File: config.mk
export PLATFORM = sky130hd
export DESIGN_NAME = pcie_msi_arbiter_flat
export DESIGN_NICKNAME = d
export VERILOG_FILES = /design/src/rtl/pcie_msi_arbiter_if.sv /design/src/rtl/pcie_msi_arbiter.sv /design/src/flat_wrapper.sv
export SDC_FILE = /design/constraint.sdc
export NUM_CORES = 1
export LEC_CHECK = 0
export ABC_AREA = 0
export BUFFER_PORTS_ARGS = -buffer_cell sky130_fd_sc_hd__buf_4
export CAP_MARGIN = 20
export CORE_AREA = 2 2 78 65
export CTS_CLUSTER_DIAMETER = 60
export DETAILED_ROUTE_END_ITERATION = 8
export DIE_AREA = 0 0 80 67
export PLACE_DENSITY_LB_ADDON = 0.08
export SYNTH_ARGS = -nofsm -noshare
export SYNTH_HDL_FRONTEND = slang
export SYNTH_SLANG_ARGS = --single-unit
File: constraint.sdc
create_clock -name clk -period 2.9 [get_ports clk]
set_input_delay 0.58 -clock clk [delete_from_list [all_inputs] [get_ports clk]]
set_output_delay 0.58 -clock clk [all_outputs]
set_load 0.01 [all_outputs]
File: src/rtl/pcie_msi_arbiter_if.sv
// MSI / legacy interrupt handshake between the arbiter and the PCIe hard IP.
// master = interrupt generator (drives requests), slave = hard IP (drives acks).
// Purely structural; no logic.
interface pcie_msi_arbiter_if;
  logic       app_msi_req;
  logic [4:0] app_msi_num;
  logic [2:0] app_msi_tc;
  logic       app_msi_ack;
  logic       app_int_sts;
  logic       app_int_ack;

  modport master (
    output app_msi_req,
    output app_msi_num,
    output app_msi_tc,
    output app_int_sts,
    input  app_msi_ack,
    input  app_int_ack
  );

  modport slave (
    input  app_msi_req,
    input  app_msi_num,
    input  app_msi_tc,
    input  app_int_sts,
    output app_msi_ack,
    output app_int_ack
  );
endinterface

File: src/rtl/pcie_msi_arbiter.sv
// MSI generator: per-source edge/level capture into pending bits, RR or fixed-priority pick.
// Latency: irq edge at t -> pending at t+1 -> app_msi_req at t+2.
// Backpressure: request held until app_msi_ack; pending bits accumulate while stalled/masked/disabled.
module pcie_msi_arbiter #(
  parameter int                 NUM_IRQ     = 8,
  parameter logic [NUM_IRQ-1:0] LEVEL_MASK  = '0,
  parameter logic [2:0]         MSI_TC      = 3'b000,
  parameter int                 ROUND_ROBIN = 1
) (
  input  logic               clk,
  input  logic               reset,
  input  logic [NUM_IRQ-1:0] irq,
  input  logic [NUM_IRQ-1:0] irq_mask,
  input  logic               msi_enable,
  input  logic [2:0]         msi_multi_en,
  output logic [NUM_IRQ-1:0] irq_pending,
  pcie_msi_arbiter_if.master msi
);

  localparam int IDX_W = (NUM_IRQ > 1) ? $clog2(NUM_IRQ) : 1;
  localparam logic [IDX_W-1:0] LAST_IDX = IDX_W'(NUM_IRQ - 1);

  typedef enum logic {IDLE, REQ} state_t;

  state_t             state;
  logic [NUM_IRQ-1:0] irq_r;
  logic [NUM_IRQ-1:0] pending;
  logic [NUM_IRQ-1:0] set_vec;
  logic [NUM_IRQ-1:0] clr_vec;
  logic [NUM_IRQ-1:0] eligible;
  logic [NUM_IRQ-1:0] rot;
  logic [IDX_W-1:0]   sel;
  logic [IDX_W-1:0]   pick;
  logic [IDX_W-1:0]   rr_ptr;
  logic [IDX_W-1:0]   base;
  logic               found;
  logic [2:0]         fold_n;
  logic [4:0]         vec_mask;
  logic [4:0]         pick_vec;
  logic               unused_int_ack;

  // Constant sideband outputs; the legacy INTx path is not used.
  assign msi.app_msi_tc  = MSI_TC;
  assign msi.app_int_sts = 1'b0;
  assign unused_int_ack  = msi.app_int_ack;
  assign irq_pending     = pending;

  // Level sources set every cycle they are high; edge sources only on a 0->1 transition.
  assign set_vec  = (irq & LEVEL_MASK) | (irq & ~irq_r & ~LEVEL_MASK);
  assign clr_vec  = (state == REQ && msi.app_msi_ack) ? (NUM_IRQ'(1) << sel) : '0;
  assign eligible = pending & ~irq_mask;

  // Rotate so the search start sits at bit 0, then take the lowest set bit and undo the rotation.
  always_comb begin
    base  = (ROUND_ROBIN != 0) ? rr_ptr : '0;
    rot   = NUM_IRQ'({eligible, eligible} >> base);
    found = 1'b0;
    pick  = '0;
    for (int k = NUM_IRQ - 1; k >= 0; k--) begin
      if (rot[k]) begin
        found = 1'b1;
        if (int'(base) + k >= NUM_IRQ) begin
          pick = IDX_W'(int'(base) + k - NUM_IRQ);
        end else begin
          pick = IDX_W'(int'(base) + k);
        end
      end
    end
  end

  // Fold the source index onto the granted vector count (encodings 6,7 behave as 5).
  always_comb begin
    fold_n   = (msi_multi_en > 3'd5) ? 3'd5 : msi_multi_en;
    vec_mask = 5'((6'd1 << fold_n) - 6'd1);
    pick_vec = 5'(pick) & vec_mask;
  end

  // Edge history and pending bits; a new set in the ack cycle wins over the clear.
  always_ff @(posedge clk) begin
    if (reset) begin
      irq_r   <= irq;
      pending <= '0;
    end else begin
      irq_r   <= irq;
      pending <= (pending & ~clr_vec) | set_vec;
    end
  end

  // Request FSM: one MSI in flight, held stable until acked, then at least one idle cycle.
  always_ff @(posedge clk) begin
    if (reset) begin
      state           <= IDLE;
      msi.app_msi_req <= 1'b0;
      msi.app_msi_num <= '0;
      sel             <= '0;
      rr_ptr          <= '0;
    end else begin
      case (state)
        IDLE: begin
          if (msi_enable && found) begin
            sel             <= pick;
            msi.app_msi_req <= 1'b1;
            msi.app_msi_num <= pick_vec;
            state           <= REQ;
          end
        end
        REQ: begin
          if (msi.app_msi_ack) begin
            msi.app_msi_req <= 1'b0;
            rr_ptr          <= (sel == LAST_IDX) ? '0 : sel + 1'b1;
            state           <= IDLE;
          end
        end
        default: state <= IDLE;
      endcase
    end
  end

endmodule
File: src/flat_wrapper.sv
// flat-port wrapper written by rule: the top's interface ports become plain ports
module pcie_msi_arbiter_flat 
#(
  parameter int                 NUM_IRQ     = 8,
  parameter logic [NUM_IRQ-1:0] LEVEL_MASK  = '0,
  parameter logic [2:0]         MSI_TC      = 3'b000,
  parameter int                 ROUND_ROBIN = 1
)
  (clk, reset, irq, irq_mask, msi_enable, msi_multi_en, irq_pending, msi_app_msi_req, msi_app_msi_num, msi_app_msi_tc, msi_app_int_sts, msi_app_msi_ack, msi_app_int_ack);
  pcie_msi_arbiter_if msi_i ();
  input  logic clk;
  input  logic reset;
  input  logic [NUM_IRQ-1:0] irq;
  input  logic [NUM_IRQ-1:0] irq_mask;
  input  logic msi_enable;
  input  logic [2:0] msi_multi_en;
  output logic [NUM_IRQ-1:0] irq_pending;
  output wire logic [$bits(msi_i.app_msi_req)-1:0] msi_app_msi_req;
  output wire logic [$bits(msi_i.app_msi_num)-1:0] msi_app_msi_num;
  output wire logic [$bits(msi_i.app_msi_tc)-1:0] msi_app_msi_tc;
  output wire logic [$bits(msi_i.app_int_sts)-1:0] msi_app_int_sts;
  input wire logic [$bits(msi_i.app_msi_ack)-1:0] msi_app_msi_ack;
  input wire logic [$bits(msi_i.app_int_ack)-1:0] msi_app_int_ack;
  assign msi_app_msi_req = msi_i.app_msi_req;
  assign msi_app_msi_num = msi_i.app_msi_num;
  assign msi_app_msi_tc = msi_i.app_msi_tc;
  assign msi_app_int_sts = msi_i.app_int_sts;
  assign msi_i.app_msi_ack = msi_app_msi_ack;
  assign msi_i.app_int_ack = msi_app_int_ack;
  pcie_msi_arbiter #(.NUM_IRQ(NUM_IRQ), .LEVEL_MASK(LEVEL_MASK), .MSI_TC(MSI_TC), .ROUND_ROBIN(ROUND_ROBIN)) u_core (.clk(clk), .reset(reset), .irq(irq), .irq_mask(irq_mask), .msi_enable(msi_enable), .msi_multi_en(msi_multi_en), .irq_pending(irq_pending), .msi(msi_i));
endmodule
==> Flow_metrics.wiki <==
{| class="wikitable"
! Metric !! Value
|-
| Outcome || finished clean
|-
| Startpoint type of the worst setup path || flop
|-
| Number of port buffers || 34
|-
| Min-delay worst type || in -> reg
|-
| Count of pins over their slew limit || 0
|-
| Remaining antenna violation count || 0
|-
| DR vias/cell || around 5.7
|-
| Top-Level Pins || 42
|-
| Number of instances in the synthesized netlist || 257
|-
| Sinks on Clock Net || 27
|-
| Final std cells w/o fill || approximately 350
|-
| Root cell of the clock tree || sky130_fd_sc_hd__clkbuf_8
|-
| Slowest stage delay, CP || between 0.5 and 0.6 ns
|-
| Post-synth top area share || between 20% and 30%
|-
| Warnings, synthesis || 0
|-
| Setup violations, final || 0
|-
| Area after detailed placement || about 2500 um^2
|-
| Iteration-0 DRC Markers || roughly 120
|-
| Dominant synthesized flop cell || sky130_fd_sc_hd__dfxtp_1
|-
| Number of unique standard cell types used by synthesis || 65
|-
| Storage cell area || 541 um^2
|-
| Crit path capture type || flop
|-
| Bufs on Longest Clock Path || 2
|-
| Post-synthesis register bit count || 27
|-
| Final net count || around 320
|-
| Final routed DRC violation total || 0
|-
| Met3 track utilization from global routing || approximately 1.6%
|-
| Global-route wire length before repair || around 8.7 mm
|-
| Transition at the pin with the smallest max-transition slack || ~0.48 ns
|-
| Crit path buffers/inverters || 0
|-
| Dominant cell type by area after synthesis || sky130_fd_sc_hd__dfxtp_1
|-
| PwrDens || approximately 380 nW/um^2
|-
| Number of gates resized after cts || 0
|-
| Switching share of power || between 30% and 40%
|-
| Sequence of cells on the critical path || and4bb_2, or4_1, nor2_1, mux2_2, a211oi_1, o211ai_1, a32o_1
|-
| Number of buffers inserted during clock tree synthesis || 3
|-
| Share of synthesized area occupied by flip-flops and latches || between 20% and 30%
|-
| Clock slew at the register clock pins of the worst setup and hold paths || approximately 0.1 ns
|-
| Kind of cell adding the most delay to the critical path || simple AND/OR/NAND/NOR gates
|-
| Critical path class || reg -> reg
|-
| Largest fanout on the critical path || 15
|-
| Max VDD drop || approximately 310 uV
|-
| # diodes || 0
|-
| Core region area || around 4500 um^2
|-
| Multi-input combinational cell area || 1540 um^2
|-
| RSZ-0062 raised after global routing || no
|-
| Via count of the first global-routing pass || about 1800
|-
| Internal Power || around 660 uW
|-
| Post-DR wirelength/cell || about 15 um
|-
| Via count of the routed design || around 2000
|-
| Post-synthesis average cell area || 8.74 um^2
|-
| Highest clock rate || 379 MHz
|-
| Htree depth || 1
|-
| CTS Hold Bufs || 0
|-
| Cells taking the most area after synthesis || sky130_fd_sc_hd__dfxtp_1 (24%), sky130_fd_sc_hd__mux4_2 (9.0%), sky130_fd_sc_hd__ha_1 (5.0%), sky130_fd_sc_hd__nor2b_1 (4.7%), sky130_fd_sc_hd__nor2_1 (4.7%)
|-
| Global-route met1 utilization || 30.0%
|-
| Hold slack final || between 0.4 and 0.5 ns
|-
| Dpl cells || 343
|-
| Worst-path cell with the longest stage delay || sky130_fd_sc_hd__or4_1
|-
| All-Layer GR Usage || between 20% and 30%
|-
| Clock tree from TritonCTS || built
|-
| Data arrival time of the critical path || 2.80 ns
|-
| Initial core utilization || 49.8%
|-
| Leading cell type by number of instances after synthesis || sky130_fd_sc_hd__nor2_1
|-
| Total detailed-routing wirelength || around 5.2 mm
|-
| Clk_lat worst skew || ~0.27 ns
|-
| Power spent charging and discharging nets || 313 uW
|-
| Seq pwr share || between 40 and 50%
|-
| Share of power burned in combinational logic || 33.6%
|-
| Met2 demand-to-capacity share in global routing || 34.5%
|-
| Number of enable-type register cells in the synthesized netlist || 0
|-
| CP required || 3.06 ns
|-
| Antenna violations before repair || 0
|-
| Max-Slew Margin vs Limit || roughly 67%
|-
| Largest net degree at the start of global routing || 26
|-
| Total number of placement rows || 22
|-
| Final core area utilization || 56.7%
|-
| Final HPWL DP || around 4.2 mm
|-
| GRT busiest layer || met2
|-
| Relative contribution of the clock network to total power || between 20% and 30%
|-
| Total count of hold-check failures in the final report || 0
|-
| Maximum clock skew at final layout || between 0.009 and 0.01 ns
|-
| Fraction of synthesis flops using an asynchronous set or reset pin || 0%
|-
| Total congestion overflow || 0
|-
| Startpoint of the most critical register-to-register path || u_core.base[2]$_SDFFE_PP0P_
|-
| Synth-to-layout area growth || 13.9%
|-
| Post-Synthesis Cell Area || 2250 um^2
|-
| Worst Setup SP || u_core.base[2]$_SDFFE_PP0P_
|-
| Final estimated routing congestion in global placement || between 0.9 and 1
|-
| Area of the die || 5360 um^2
|-
| Fill cell total of the finished layout || around 410
|-
| Proportion of layout cells with a drive suffix above 1 || roughly a quarter
|-
| Reported leakage power || about 0.0010 uW
|-
| Detailed Routing Iterations Pass 1 || 4
|-
| Hold wc startpoint || irq[6]
|-
| TNS Setup || 0 ns
|-
| Top cells by count, synth || sky130_fd_sc_hd__nor2_1 (28), sky130_fd_sc_hd__dfxtp_1 (27), sky130_fd_sc_hd__nand2_1 (18), sky130_fd_sc_hd__nor2b_1 (17), sky130_fd_sc_hd__a21oi_1 (16)
|-
| Post-route cell area || 2560 um^2
|-
| Final period demand of the worst path || approximately 2.6 ns
|-
| MaxCap Viol Count || 0
|-
| Number of post-CTS setup repair buffers || 0
|-
| Fin crit share || between 90 and 100%
|-
| Die height || 67 um
|-
| Horizontal die dimension || 80 um
|}
==> registers in the layout, summed over array words and instances, names as in the netlist <==
register                cells
u_core.irq_pending          8
u_core.msi.app_msi_num      3
u_core.irq_r                8
u_core.sel                  3
u_core.msi.app_msi_req      1
u_core.base                 3
u_core.state                1
==> worst paths after layout <==
path | to | slack, ns | depth (start not counted)
max | u_core.msi.app_msi_num[1]$_SDFFE_PP0P_ | 0.26 | 7
min | u_core.irq_r[6]$_DFF_P_ | 0.41 | 1
max reg2reg | u_core.msi.app_msi_num[1]$_SDFFE_PP0P_ | 0.26 | 7
min reg2reg | u_core.msi.app_msi_num[0]$_SDFFE_PP0P_ | 0.46 | 2
==> cells in the final DEF, fill, tap and decap left out, types with 3 or more instances in the layout <==
master                     instances
sky130_fd_sc_hd__buf_4            42
sky130_fd_sc_hd__nor2_1           28
sky130_fd_sc_hd__dfxtp_1          27
sky130_fd_sc_hd__nand2_1          18
sky130_fd_sc_hd__nor2b_1          17
sky130_fd_sc_hd__a21oi_1          16
sky130_fd_sc_hd__nand2b_1         11
sky130_fd_sc_hd__mux4_2            9
sky130_fd_sc_hd__ha_1              9
sky130_fd_sc_hd__inv_1             8
sky130_fd_sc_hd__mux2i_1           6
sky130_fd_sc_hd__nand3_1           6
sky130_fd_sc_hd__conb_1            6
sky130_fd_sc_hd__o21ai_0           5
sky130_fd_sc_hd__a211oi_1          5
sky130_fd_sc_hd__nor3_1            4
sky130_fd_sc_hd__a31oi_1           4
sky130_fd_sc_hd__inv_2             3
sky130_fd_sc_hd__nand4b_1          3
sky130_fd_sc_hd__o32ai_1           3
sky130_fd_sc_hd__clkbuf_8          3
==> metal layers <==
metal / up-vias / part of all wire, %
met5: - / 0
met2: 41 / 45
li1: 994 / -
met4: 0 / 0.44
met3: 2 / 3.5
met1: 956 / 51
==> stage by stage <==
stage               worst slack, ns  total power, uW
floorplan                     0.309              667
global placement              0.166              761
detailed placement            0.170              763
CTS                           0.306              975
global route                  0.100             1030
finish                        0.263              968
==> power groups by stage <==
stage,Combinational [uW],Clock [uW],Sequential (uW)
2_1_floorplan,233,0,434
3_3_place_gp,322,0,439
3_5_place_dp,323,0,440
4_1_cts,324,220,431
5_1_grt,358,232,437
6_report,325,212,431
==> final cells by class <==
cell class                      instances  share of cell area [%]
Multi-Input combinational cell        203                    60.1
Sequential cell                        27                    21.1
Timing Repair Buffer                   42                    12.3
Tap cell                               60                    2.94
Clock buffer                            3                    1.61
Inverter                               11                    1.61
Clock inverter                          1                   0.294
==> logic make-up after synthesis <==
family	synth area share [%]
simple gates	29.9
compound gates	18.1
buf+inv	8.36
flops	24.1
mux	13.7
fa+ha+maj	5.01
xor+xnor	0.780
other cells	0.167
Note: power is estimated with default switching activity, not from simulation.
